**config.mk**
```make
export PLATFORM = sky130hd
export DESIGN_NAME = multi_ticker
export DESIGN_NICKNAME = d
export VERILOG_FILES = /design/src/rtl/multi_ticker.sv
export SDC_FILE = /design/constraint.sdc
export NUM_CORES = 1
export LEC_CHECK = 0
export ABC_CLOCK_PERIOD_IN_PS = 3800
export CORE_ASPECT_RATIO = 0.6
export CORE_MARGIN = 2
export CORE_UTILIZATION = 39
export DETAILED_ROUTE_END_ITERATION = 12
export HOLD_SLACK_MARGIN = 0.06
export SLEW_MARGIN = 20
export SYNTH_ARGS = -nofsm -noshare
export SYNTH_HDL_FRONTEND = slang
export SYNTH_SLANG_ARGS = --single-unit
```
**constraint.sdc**
```tcl
create_clock -name clk_i -period 3.8 [get_ports clk_i]
set_clock_uncertainty 0.1 [all_clocks]
set_input_delay 0.76 -clock clk_i [delete_from_list [all_inputs] [get_ports clk_i]]
set_output_delay 0.76 -clock clk_i [all_outputs]
set_load 0.02 [all_outputs]
```
**src/rtl/multi_ticker.sv**
```systemverilog
`default_nettype none
// +------------------------------------------------------------------------------+
// | multi_ticker : CHANNELS independent programmable tick generators that share  |
// |                one load strobe. Optional build macro                          |
// |                MULTI_TICKER_TICKCOUNT_EN adds saturating per-channel tick     |
// |                counters.                                                      |
// | Revision     : 1.0                                                            |
// +------------------------------------------------------------------------------+
module multi_ticker #(
  parameter int CHANNELS  = 4,
  parameter int WIDTH     = 16,
  parameter int CNT_WIDTH = 8
) (
  input  logic                      clk_i,
  input  logic                      rst_ni,
  input  logic [CHANNELS-1:0]       en_i,
  input  logic [CHANNELS-1:0]       oneshot_i,
  input  logic                      load_i,
  input  logic [CHANNELS*WIDTH-1:0] period_i,
  output logic [CHANNELS-1:0]       tick_o,
  output logic [CHANNELS-1:0]       busy_o
`ifdef MULTI_TICKER_TICKCOUNT_EN
  ,
  output logic [CHANNELS*CNT_WIDTH-1:0] tick_cnt_o
`endif
);

  localparam logic [WIDTH-1:0] C_ONE = {{(WIDTH-1){1'b0}}, 1'b1};

  if (CHANNELS < 1 || CHANNELS > 16 || WIDTH < 1 || CNT_WIDTH < 1) begin : g_bad_params
    $error("multi_ticker: parameter out of range");
  end

  for (genvar i = 0; i < CHANNELS; i++) begin : g_ch
    logic [WIDTH-1:0] period_q, period_d;
    logic [WIDTH-1:0] cnt_q, cnt_d;
    logic             armed_q, armed_d;
    logic             en_q;
    logic             tick_q, tick_d;
    logic             busy_q, busy_d;
    logic             w_rise;
    logic [WIDTH-1:0] w_cnt_cur;
    logic             w_armed_cur;

    assign w_rise = en_i[i] & ~en_q;

    // An enable rising edge restarts from zero and counts on that same edge,
    // so a period of P produces its first tick P-1 edges later.
    always_comb begin
      period_d    = period_q;
      cnt_d       = cnt_q;
      armed_d     = armed_q;
      tick_d      = 1'b0;
      w_cnt_cur   = w_rise ? '0 : cnt_q;
      w_armed_cur = armed_q | w_rise;
      if (load_i) begin
        period_d = period_i[i*WIDTH +: WIDTH];
        cnt_d    = '0;
        armed_d  = 1'b1;
      end else if (!en_i[i]) begin
        cnt_d = '0;
      end else begin
        cnt_d   = w_cnt_cur;
        armed_d = w_armed_cur;
        if (w_armed_cur && (period_q != '0)) begin
          if (w_cnt_cur == period_q - C_ONE) begin
            cnt_d  = '0;
            tick_d = 1'b1;
            if (oneshot_i[i]) begin
              armed_d = 1'b0;
            end
          end else begin
            cnt_d = w_cnt_cur + C_ONE;
          end
        end
      end
      busy_d = en_i[i] & armed_d & (period_d != '0);
    end

    always_ff @(posedge clk_i or negedge rst_ni) begin
      if (!rst_ni) begin
        period_q <= '0;
        cnt_q    <= '0;
        armed_q  <= 1'b0;
        en_q     <= 1'b0;
        tick_q   <= 1'b0;
        busy_q   <= 1'b0;
      end else begin
        period_q <= period_d;
        cnt_q    <= cnt_d;
        armed_q  <= armed_d;
        en_q     <= en_i[i];
        tick_q   <= tick_d;
        busy_q   <= busy_d;
      end
    end

    assign tick_o[i] = tick_q;
    assign busy_o[i] = busy_q;

`ifdef MULTI_TICKER_TICKCOUNT_EN
    localparam logic [CNT_WIDTH-1:0] C_TCNT_MAX = {CNT_WIDTH{1'b1}};
    localparam logic [CNT_WIDTH-1:0] C_TCNT_ONE = {{(CNT_WIDTH-1){1'b0}}, 1'b1};

    logic [CNT_WIDTH-1:0] tcnt_q, tcnt_d;

    always_comb begin
      tcnt_d = tcnt_q;
      if (load_i) begin
        tcnt_d = '0;
      end else if (tick_d && (tcnt_q != C_TCNT_MAX)) begin
        tcnt_d = tcnt_q + C_TCNT_ONE;
      end
    end

    always_ff @(posedge clk_i or negedge rst_ni) begin
      if (!rst_ni) begin
        tcnt_q <= '0;
      end else begin
        tcnt_q <= tcnt_d;
      end
    end

    assign tick_cnt_o[i*CNT_WIDTH +: CNT_WIDTH] = tcnt_q;
`endif
  end

endmodule
`default_nettype wire

```
After elaboration in Yosys (flattened, before gate mapping). Cells that the tools add are included.

Register bits after elaboration: 144. Input bits: 75. Output and inout bits: 8. Logic and storage cells: 128.

$add $sub $neg: 8. Eq/ne operators: 4. Multiplexer cells: 60. Bitwise logic cells: 20. Reduce and logical (&&, ||, !) cells: 12.

Operator list (count): 2-to-1 mux 16 bit (24); nonzero test 16 bit (8); adder 16 x 1 -> 16 bit (second input constant) (4); == test 16 bit (4); subtractor 16 x 1 -> 16 bit (second input constant) (4); 2-to-1 mux 1 bit (36); bitwise AND 1 bit (12); logical AND 1 bit (4); NOT 1 bit (4); bitwise OR 1 bit (4).

Longest topological paths before layout.
Depth in word-level cells: 10. Depth in mapped cells: 11. Gate-level depth less buffers: 9.

Worst setup path after synthesis. No wires, ideal clock.

Path type: flip-flop to flip-flop. From: register g_ch[0].period_q[0]. To: register g_ch[0].cnt_q[10]. Setup time: 0.132 ns. Arrival: 2.851 ns. Required time: 3.568 ns. Setup slack: 0.717 ns. Stages on the path, launching flop included: 11. Buffers on the path: 1. Clock period less this slack: 3.083 ns. Cell sequence: dfrtp_1 inv_1 ha_1 or3b_2 nor4_2 o21ai_0 a2111oi_0 nand4_1 nor4_4 buf_4 nor3_1.

Word-level cells in the longest chain between the ends: 6. Elaborated cells between the ends (all ways): 8. Those cells by class: add/sub (1); eq/ne (1); mux (4); reduce/logical (2).

RTL lines: start, declared (line 35) `logic [WIDTH-1:0] period_q, period_d;`; start signal, assigned (line 89) `period_q <= period_d;`; subtractor 16 x 1 -> 16 bit (line 66) `if (w_cnt_cur == period_q - C_ONE) begin`; == test 16 bit (line 66); 2-to-1 mux 16 bit (line 66); 2-to-1 mux 16 bit (*) (line 65) `if (w_armed_cur && (period_q != '0)) begin`; 2-to-1 mux 16 bit (*) (line 60) `end else if (!en_i[i]) begin`; 2-to-1 mux 16 bit (*) (line 56) `if (load_i) begin`; net g_ch[0].cnt_d[10] (line 36) `logic [WIDTH-1:0] cnt_q, cnt_d;`; end signal, assigned (line 90) `cnt_q <= cnt_d;`; end, declared (line 36).

The timed path passes the listed nets; every way through them passes the cells marked *.

Worst setup path after layout.
From: register g_ch[0].period_q[0]. To: register g_ch[0].tick_q.

Word-level cells in the longest chain between the ends: 6. Elaborated cells between the ends (all ways): 8. Those cells by class: add/sub (1); eq/ne (1); mux (4); reduce/logical (2).

RTL lines: subtractor 16 x 1 -> 16 bit (line 66); == test 16 bit (line 66); 2-to-1 mux 1 bit (line 66); 2-to-1 mux 1 bit (*) (line 65); 2-to-1 mux 1 bit (*) (line 60); 2-to-1 mux 1 bit (*) (line 56); net g_ch[0].tick_d (line 39) `logic tick_q, tick_d;`; end signal, assigned (line 93) `tick_q <= tick_d;`; end, declared (line 39).

Marks and branches as above.

==> flow_summary.ini <==
[run_status]
status = finished, final reports clean

[sta]
min_period_ps = 3450
slew_viol_final = 0
rsz0062_at_grt = false
maxSlewHeadroom_pct = 46.46
worst_slack_ps = 350.2
tightest_slew_ps = 801.5
max_clock_freq_mhz = 289.9
tns_ps = 0
hold_violations = 0
period_share_pct = 90.78
setup_viol = 0

[worst_hold_path]
hold_class = input port to asynchronous set/reset pin

[global_routing]
grt_max_degree = 72
grt_pass1_wl_um = 45850
overflow = 0
grt_pass1_vias = 8051
antenna_found_initial = 0
track_usage_pct = 22.15

[clock_network]
cts_buffers = 17
path_clk_slew_ps = 60
cts_tree = done
cts_resized = 0
post_cts_buffers = 0
h-tree-depth = 4
clk_latency_ps = 440
postCtsHoldBufs = 0
clkSinkCount = 144
clockBufferDepth = 2
clockRootBuffer = clkbuf_16

[floorplan]
pin_count = 83
rows = 44
fp.dieH_um = 126.5
dieWidth_um = 208.2
die_area_sq_um = 26330
start_util_pct = 40.00
core_area_sq_um = 24390

[drt]
wl_per_cell_um = 19.14
vias = 8713
firstDrtPassIters = 7
first_iter_violations = 868
antenna_left = 0
vias_per_cell = 5.832
post-route-drc-count = 0
drt_wl_total_um = 28590

[synthesis]
yosysTopAreaCell = dfrtp_1
async_flop_share_pct = 100.0
ys_types = 78
postSynthNetCount = 1162
yosys_warnings = 0
synth.avg_cell_area_sq_um = 9.040
synth_top_cells_by_area = dfrtp_1 37%, mux2_2 6.6%, xnor2_1 6.5%
ys.flop_type = dfrtp_1
ys_seq_area_share_pct = 36.94
synth_most_common_cell = dfrtp_1
synth_cells = 1079
synthTopCellsByCount = 144 x dfrtp_1, 95 x nand2_1, 80 x nor3_1, 72 x xnor2_1, 58 x nor4_1
synth-edff-count = 0
ys_ff_latch = 144
synth.cell_area_sq_um = 9754
yosysTopAreaCellShare_pct = 36.94

[setup_path]
crit_buf_inv = 2
cp-end-kind = flop
path_max_fanout = 17
max_stage_delay_ps = 530
crit_arrival_ps = 3730
crit_family = simple AND/OR/NAND/NOR gates
required_ps = 4080
crit_chain = inv_1 > ha_1 > or3b_2 > nor4_2 > o21ai_0 > a2111oi_0 > nand4_1 > nor4_4 > buf_12 > and2_1
crit_type = flop to flop
start_kind = flop
slowest_stage = a2111oi_0

[finish]
syn_to_final_growth_pct = 19.10
drive_gt1_share_pct = 12.80
diodes = 0
nets = 1242
post-route-util_pct = 47.63

[placed_design]
dp_slack_ps = 186.9
io_buffers = 82
dp_hpwl_um = 21810
gp_congestion = 0.9157

[pwr]
power_density_nw_per_um2 = 352.1
irDropWorstVdd_mv = 0.3280
total_leakage_power_nw = 4.258

[run]
cap_violations = 0
[flip-flops by register name, indices dropped and copies added, names as in the netlist]
name / count
g_ch.busy_q: 4
g_ch.period_q: 64
g_ch.cnt_q: 64
g_ch.tick_q: 4
g_ch.en_q: 4
g_ch.armed_q: 4
[layer usage]
layer | vias to the layer above | track usage [%] | part of all wire, %
met2 | 309 | 28.66 | 39
met4 | 0 | 5.078 | 0.85
met1 | 4208 | 36.28 | 53
li1 | 4176 | - | -
met5 | - | 0 | 0
met3 | 20 | 4.754 | 7.4
[kinds of logic (layout without fill, tap and decap cells)]
kind of cell	after synthesis	in the layout	synth area share, %
buffers and inverters	90	183	3.989
AO/OA/AOI/OAI	161	161	11.36
multiplexers	66	66	7.555
flip-flops	144	144	36.94
AND/OR/NAND/NOR	495	495	28.23
XOR/XNOR	115	115	10.89
adder cells (fa/ha/maj)	8	8	1.026
[cell usage in the layout, fill, tap and decap left out, types with 12 or more instances in the layout]
master,instances
nor4_1,58
clkdlybuf4s50_1,80
or3_1,28
dfrtp_1,144
a21oi_1,24
o21ai_0,44
clkbuf_16,17
a211oi_1,12
xor2_1,39
inv_1,31
nand2b_1,14
and2_1,18
mux2_2,57
nor2_1,52
buf_4,36
nand3_1,32
nor3_1,80
xnor2_1,72
and3_1,22
nand2_1,95
nand4_1,26
[where the power goes]
part | total [W] | switching [W] | internal, W
sequential | 0.00175 | 0.000138 | 0.00161
clock | 0.00168 | 0.000681 | 0.00100
combinational | 0.000659 | 0.000345 | 0.000314
[worst paths after layout]
kind	startpoint	endpoint	slack, ps	cells past startpoint
setup / recovery	g_ch[0].period_q[0]	g_ch[0].tick_q	350	10
hold / removal	rst_ni	g_ch[1].period_q[13]	230	1
setup reg to reg	g_ch[0].period_q[0]	g_ch[0].tick_q	350	10
hold reg to reg	g_ch[3].armed_q	g_ch[3].armed_q	450	2
max in group asynchronous	rst_ni	g_ch[0].cnt_q[10]	2620	2
min in group clk_i	g_ch[3].armed_q	g_ch[3].armed_q	450	2
[final cells by class]
class | count | area, sq um
Tap cell | 322 | 402.9
Timing Repair Buffer | 120 | 1142
Sequential cell | 144 | 3603
Clock buffer | 20 | 456.7
Clock inverter | 12 | 133.9
Fill cell | 2323 | 12770
Inverter | 31 | 116.4
Multi-Input combinational cell | 845 | 5762
[through the flow]
| stage | std cells | hold slack, ps | cell area (sq um) | power (W) |
|---|---|---|---|---|
| 2_1_floorplan | 1079 | 364.4 | 9754 | 0.002142 |
| 3_3_place_gp | 1462 | 421.3 | 11030 | 0.002421 |
| 3_5_place_dp | 1462 | 446.9 | 11030 | 0.002422 |
| 4_1_cts | 1494 | 247.7 | 11620 | 0.004127 |
| 5_1_grt | 1494 | 284.6 | 11620 | 0.004287 |
| 6_report | 1494 | 233.4 | 11620 | 0.004090 |
(Power assumes the default switching activity.)
